--- src/rtl/bcd_stopwatch_pkg.sv ---
// Shared FSM encodings, active-low segment patterns and BCD increment helper for the stopwatch.
// Latency: n/a (types and pure functions); backpressure: n/a.
package bcd_stopwatch_pkg;

    typedef enum logic [1:0] {
        ST_IDLE  = 2'd0,
        ST_RUN   = 2'd1,
        ST_PAUSE = 2'd2
    } state_t;

    // Segment order abcdefg, bit 6 = a; a 0 lights the segment.
    localparam logic [6:0] SEG_0     = 7'b0000001;
    localparam logic [6:0] SEG_1     = 7'b1001111;
    localparam logic [6:0] SEG_2     = 7'b0010010;
    localparam logic [6:0] SEG_3     = 7'b0000110;
    localparam logic [6:0] SEG_4     = 7'b1001100;
    localparam logic [6:0] SEG_5     = 7'b0100100;
    localparam logic [6:0] SEG_6     = 7'b0100000;
    localparam logic [6:0] SEG_7     = 7'b0001111;
    localparam logic [6:0] SEG_8     = 7'b0000000;
    localparam logic [6:0] SEG_9     = 7'b0000100;
    localparam logic [6:0] SEG_BLANK = 7'b1111111;

    // Returns {carry_out, digits + 1} with decimal ripple carry across four digits.
    function automatic logic [16:0] bcd_inc(input logic [15:0] d);
        logic        carry;
        logic [16:0] r;
        carry = 1'b1;
        r     = '0;
        for (int i = 0; i < 4; i++) begin
            if (carry && d[4*i +: 4] == 4'd9) begin
                r[4*i +: 4] = 4'd0;
            end else if (carry) begin
                r[4*i +: 4] = d[4*i +: 4] + 4'd1;
                carry       = 1'b0;
            end else begin
                r[4*i +: 4] = d[4*i +: 4];
            end
        end
        r[16] = carry;
        return r;
    endfunction

endpackage

--- src/rtl/bcd_stopwatch_seg7_decode.sv ---
// BCD digit to active-low abcdefg segment pattern; codes above 9 blank the digit.
// Latency: combinational; backpressure: none.
module seg7_decode
    import bcd_stopwatch_pkg::*;
(
    input  logic [3:0] i_bcd,
    output logic [6:0] o_seg
);

    always_comb begin
        o_seg = SEG_BLANK;
        case (i_bcd)
            4'd0:    o_seg = SEG_0;
            4'd1:    o_seg = SEG_1;
            4'd2:    o_seg = SEG_2;
            4'd3:    o_seg = SEG_3;
            4'd4:    o_seg = SEG_4;
            4'd5:    o_seg = SEG_5;
            4'd6:    o_seg = SEG_6;
            4'd7:    o_seg = SEG_7;
            4'd8:    o_seg = SEG_8;
            4'd9:    o_seg = SEG_9;
            default: o_seg = SEG_BLANK;
        endcase
    end

endmodule

--- src/rtl/bcd_stopwatch.sv ---
// 4-digit BCD stopwatch counting rising edges of the divided clka wave, with multiplexed 7-seg drive.
// Latency: count updates on the edge after a tick, display regs 1 mclk behind scan/digits; backpressure: none.
module bcd_stopwatch
    import bcd_stopwatch_pkg::*;
#(
    parameter int SCAN_W = 18,
    parameter int DP_POS = 2
) (
    input  logic        i_mclk,
    input  logic        i_clr,
    input  logic        i_clka,
    input  logic        i_start_stop,
    input  logic        i_clear,
    output logic [15:0] o_digits,
    output logic        o_running,
    output logic        o_wrap,
    output logic [3:0]  o_an,
    output logic [6:0]  o_seg,
    output logic        o_dp
);

    localparam logic [1:0]        DP_IDX   = DP_POS[1:0];
    localparam logic [SCAN_W-1:0] SCAN_ONE = 1;

    logic              r_clka_d;
    logic              w_tick;
    state_t            r_state;
    state_t            w_state_nxt;
    logic              w_inc;
    logic [16:0]       w_inc_res;
    logic [15:0]       r_digits;
    logic              r_running;
    logic              r_wrap;
    logic [SCAN_W-1:0] r_scan;
    logic [1:0]        w_idx;
    logic [3:0]        w_dig;
    logic [6:0]        w_seg;
    logic [3:0]        r_an;
    logic [6:0]        r_seg;
    logic              r_dp;

    // Loaded even during reset so a high clka at release is not seen as an edge.
    always_ff @(posedge i_mclk) begin
        r_clka_d <= i_clka;
    end

    assign w_tick = i_clka & ~r_clka_d;

    always_ff @(posedge i_mclk) begin
        if (i_clr) begin
            r_state <= ST_IDLE;
        end else begin
            r_state <= w_state_nxt;
        end
    end

    always_comb begin
        w_state_nxt = r_state;
        if (i_clear) begin
            w_state_nxt = ST_IDLE;
        end else if (i_start_stop) begin
            case (r_state)
                ST_IDLE:  w_state_nxt = ST_RUN;
                ST_RUN:   w_state_nxt = ST_PAUSE;
                ST_PAUSE: w_state_nxt = ST_RUN;
                default:  w_state_nxt = ST_IDLE;
            endcase
        end
    end

    // A tick is judged against the current state, so tick+start_stop in RUN still counts.
    assign w_inc     = w_tick & (r_state == ST_RUN) & ~i_clear;
    assign w_inc_res = bcd_inc(r_digits);

    assign w_idx = r_scan[SCAN_W-1:SCAN_W-2];
    assign w_dig = r_digits[{w_idx, 2'b00} +: 4];

    seg7_decode u_seg7_decode (
        .i_bcd (w_dig),
        .o_seg (w_seg)
    );

    always_ff @(posedge i_mclk) begin
        if (i_clr) begin
            r_digits  <= '0;
            r_running <= 1'b0;
            r_wrap    <= 1'b0;
            r_scan    <= '0;
            r_an      <= 4'b1111;
            r_seg     <= SEG_BLANK;
            r_dp      <= 1'b1;
        end else begin
            if (i_clear) begin
                r_digits <= '0;
            end else if (w_inc) begin
                r_digits <= w_inc_res[15:0];
            end
            r_running <= (w_state_nxt == ST_RUN);
            r_wrap    <= w_inc & w_inc_res[16];
            r_scan    <= r_scan + SCAN_ONE;
            r_an      <= ~(4'b0001 << w_idx);
            r_seg     <= w_seg;
            r_dp      <= ~(w_idx == DP_IDX);
        end
    end

    assign o_digits  = r_digits;
    assign o_running = r_running;
    assign o_wrap    = r_wrap;
    assign o_an      = r_an;
    assign o_seg     = r_seg;
    assign o_dp      = r_dp;

endmodule

--- config.mk ---
export PLATFORM = sky130hd
export DESIGN_NAME = bcd_stopwatch
export DESIGN_NICKNAME = d
export VERILOG_FILES = /design/src/rtl/bcd_stopwatch_pkg.sv /design/src/rtl/bcd_stopwatch_seg7_decode.sv /design/src/rtl/bcd_stopwatch.sv
export SDC_FILE = /design/constraint.sdc
export NUM_CORES = 1
export LEC_CHECK = 0
export CAP_MARGIN = 20
export CELL_PAD_IN_SITES_DETAIL_PLACEMENT = 1
export CELL_PAD_IN_SITES_GLOBAL_PLACEMENT = 2
export CORE_MARGIN = 2
export CORE_UTILIZATION = 32
export CTS_BUF_LIST = sky130_fd_sc_hd__clkbuf_8
export DETAILED_ROUTE_END_ITERATION = 6
export HOLD_SLACK_MARGIN = 0.12
export PLACE_DENSITY = 0.75
export REMOVE_ABC_BUFFERS = 1
export SLEW_MARGIN = 10
export SYNTH_ARGS = -nofsm -noshare
export SYNTH_HDL_FRONTEND = slang
export SYNTH_SLANG_ARGS = --single-unit
--- constraint.sdc ---
create_clock -name i_mclk -period 2.7 [get_ports i_mclk]
set_input_delay 0.81 -clock i_mclk [delete_from_list [all_inputs] [get_ports i_mclk]]
set_output_delay 0.81 -clock i_mclk [all_outputs]
set_load 0.02 [all_outputs]
==> results summary <==
The flow ran to the end, and the final reports show no timing, DRC or antenna violations. The most frequent cell after synthesis is dfxtp_1. The design area is 0.00295 mm2. The count of final setup violators is 0. The maximum root-to-sink buffer count came out at 2. The violation count after the first detailed-route iteration came out at 47.

In this run the core area contains 31 standard-cell rows. The routed via count came out at 1928. The total placed instance area came out at 0.00284 mm2. The number of cells in the design after placement came out at 385. The clock reaches the later pin of the worst-skew pair after 0.30 ns. The share of synthesized registers carrying an async set or reset is 0%. Summed over all instances, the cell type with the most area after synthesis is dfxtp_1. The number of different library cells used by synthesis comes to 45. The post-route netlist has 9.52% of its cells at a drive strength greater than 1. Together, buffers and inverters on the worst path number 1. The last weighted congestion value of the routability-driven placer is 0.726.

The maximum VDD drop is 0.156 mV. The final routed DRC violation total is 0. The worst setup path is captured at an output port. The count of mapped cells out of synthesis came out at 256. At the pin with the least slew margin, the transition time is 0.412 ns.

The tree is rooted in a clkbuf_8. By area the synthesized netlist is led by dfxtp_1 (42%), ha_1 (6.8%), xnor2_1 (4.1%). The post-route setup TNS is 0 ns. The number of synthesized flops with an enable pin is 0.

The post-CTS repair timing setup buffer count came out at 0. The synthesized netlist occupies a cell area of 0.00238 mm2. At the end of the flow, the number of nets in the layout was 311. The final layout contains routed wiring with a total length of 5.50 mm. The critical path is of the reg -> out type. Broken down by cell family, the worst path's largest delay share belongs to buffers and inverters.

Global routing finished with a remaining overflow of 0. After layout, the minimum clock period comes to 2.28 ns. Using the TritonRoute via totals, the vias-per-cell ratio works out to 4.91. The final setup skew came out at 0.00522 ns. The class of the tightest hold or removal check is reg -> reg.

The count of input and output buffers is 34. The total number of H-tree levels is 2. Buffers inserted to repair hold after CTS numbered 0. The share of the clock period used by the worst path is 84.3%. The required time at the worst-slack endpoint came out at 1.89 ns. The antenna violation net count after detailed routing is 0.

After filler insertion, the fill cell instance count of the layout stands at 870. Pin placement for this block handled 35 I/O pins. The clock tree from TritonCTS is yes. The total area inside the core boundary comes to 0.00721 mm2. The count of clock tree sinks is 50. For this design the static power due to leakage is 0.00103 uW.

The number of antenna violations at the first check in global routing came out at 0. STA classifies the critical path startpoint as a register. Summed over its instances, the top area cell type makes up 42.1% of the synthesized netlist area. The worst setup margin is 0.424 ns. The power per cell area came out at 455 mW/mm2. The share of synthesized area occupied by flip-flops and latches is 42.1%. The number of standard cells in the layout, taps in and fillers out came out at 393. The wire length of the first global-routing pass came out at 9.63 mm.

The number of max-cap violations came out at 0. Setup repair after global routing left no endpoint under its margin. The synthesis-to-layout area growth is 24.2%. The relative slew slack is 72.5%. The number of diodes added for antenna fixing is 0. The aggregate global-route resource usage is 14.3%. The pre-CTS setup slack came out at 0.173 ns.

In this run, post-CTS repair resized a total of 0 instances. The post-synthesis sequential element count came out at 50. Among all flip-flop cells after synthesis, the most frequent one is dfxtp_1.

The largest net degree at the start of global routing is 20. The hold violation total from the final report came to 0. In this design, the stage delay of the slowest critical-path cell is 0.67 ns. The cell at the slowest stage of the critical path is clkdlybuf4s50_1. The starting density of the core is 33.0%. The per-cell routed wire length came out at 14.0 um. The total of warnings raised by yosys is 0. The HPWL after detailed placement is 4.15 mm. A synthesized cell averages 9.29 um2.

The maximum net fanout on the critical path is 6. Traced cell by cell, the critical path runs through clkdlybuf4s50_1. The die area came out at 0.00813 mm2. The highest achievable clock rate is 0.439 GHz.

By count the netlist is led by dfxtp_1 (50), nor2_1 (24), nand2_1 (18). The clock-pin slew on the worst setup and hold paths came out at 0.09 ns. The final number of max-transition violations is 0. Before antenna repair, the detailed router went through 4 iterations. The signal arrival time at the worst endpoint is 1.47 ns.

The via count of the first global-routing pass came out at 1940. The y dimension of the die came out at 90.2 um. In this run, CTS created clock tree buffers numbering 5. The die width came out at 90.2 um.
## layer usage
metal	up-vias	wire [um]	global-route usage, %
met4	0	78	4.62
met2	42	2560	23.5
met5	-	0	0
met1	915	2650	19.3
met3	6	214	2.18
li1	965	-	-
## state kept, by name, summed over array words and instances, names as in the netlist
name / flops
o_an: 3
o_digits: 16
o_dp: 1
o_running: 1
o_seg: 7
o_wrap: 1
r_clka_d: 1
r_scan: 18
r_state: 2
## path summary, 6_finish.rpt
kind / startpoint / endpoint / slack [ns] / depth (start not counted)
hold / removal: r_scan[0] / r_scan[0] / 0.47 / 1
setup reg to reg: r_scan[16] / o_seg[2] / 0.68 / 6
hold reg to reg: r_scan[0] / r_scan[0] / 0.47 / 1
setup / recovery: o_digits[8] / o_digits[8] / 0.42 / 1
## power by group
part	leakage, uW	switching (uW)	internal (uW)	total [uW]
sequential	0.000407	6.77	749	755
combinational	0.000569	37.4	32.3	69.8
clock	0.0000556	244	273	517
total	0.00103	289	1050	1340
## cell families (layout without fill, tap and decap cells)
kind of cell / count (synthesis) / after routing / share of synthesized area (%)
AOI/OAI and AO/OA: 36 / 36 / 8.95
and+or+nand+nor: 111 / 111 / 26.9
buffers and inverters: 22 / 60 / 3.79
muxes: 8 / 8 / 5.47
adders and majority gates: 13 / 13 / 6.84
xor gates and xnor gates: 16 / 16 / 5.89
DFF: 50 / 50 / 42.1
## area by class of cell
class	count	area (um2)	area share [%]
Clock buffer	5	68.8	2.33
Clock inverter	3	41.3	1.40
Multi-Input combinational cell	184	1290	43.6
Timing Repair Buffer	40	385	13.1
Sequential cell	50	1000	33.9
Inverter	12	45.0	1.53
Tap cell	99	124	4.20
## stage by stage
step | hold slack (ns) | util [%] | total power, uW
global route | 0.500 | 40.9 | 1410
finish | 0.471 | 40.9 | 1340
floorplan | 0.429 | - | 803
detailed placement | 0.452 | 39.4 | 844
global placement | 0.445 | 39.4 | 842
CTS | 0.474 | 40.9 | 1370
## cell usage in the layout (no fill, tap or decap), types with 2 or more instances in the layout
cell / count
dfxtp_1: 50
nor2b_1: 7
nand2_1: 18
clkbuf_8: 5
inv_1: 13
xnor2_1: 11
buf_4: 6
or2_2: 5
o21ai_1: 2
and3b_1: 3
nand3_1: 10
o21a_1: 2
nand4_1: 5
a41o_1: 2
o31ai_1: 3
or3_1: 11
nor3_1: 3
xor2_1: 5
a21oi_1: 15
and4_1: 2
nand2b_1: 5
o21ai_0: 7
mux4_2: 4
mux2i_1: 4
nand3b_1: 3
nor4_1: 4
ha_1: 13
clkdlybuf4s50_1: 34
nor2_1: 24
Note: power is estimated with default switching activity, not from simulation.
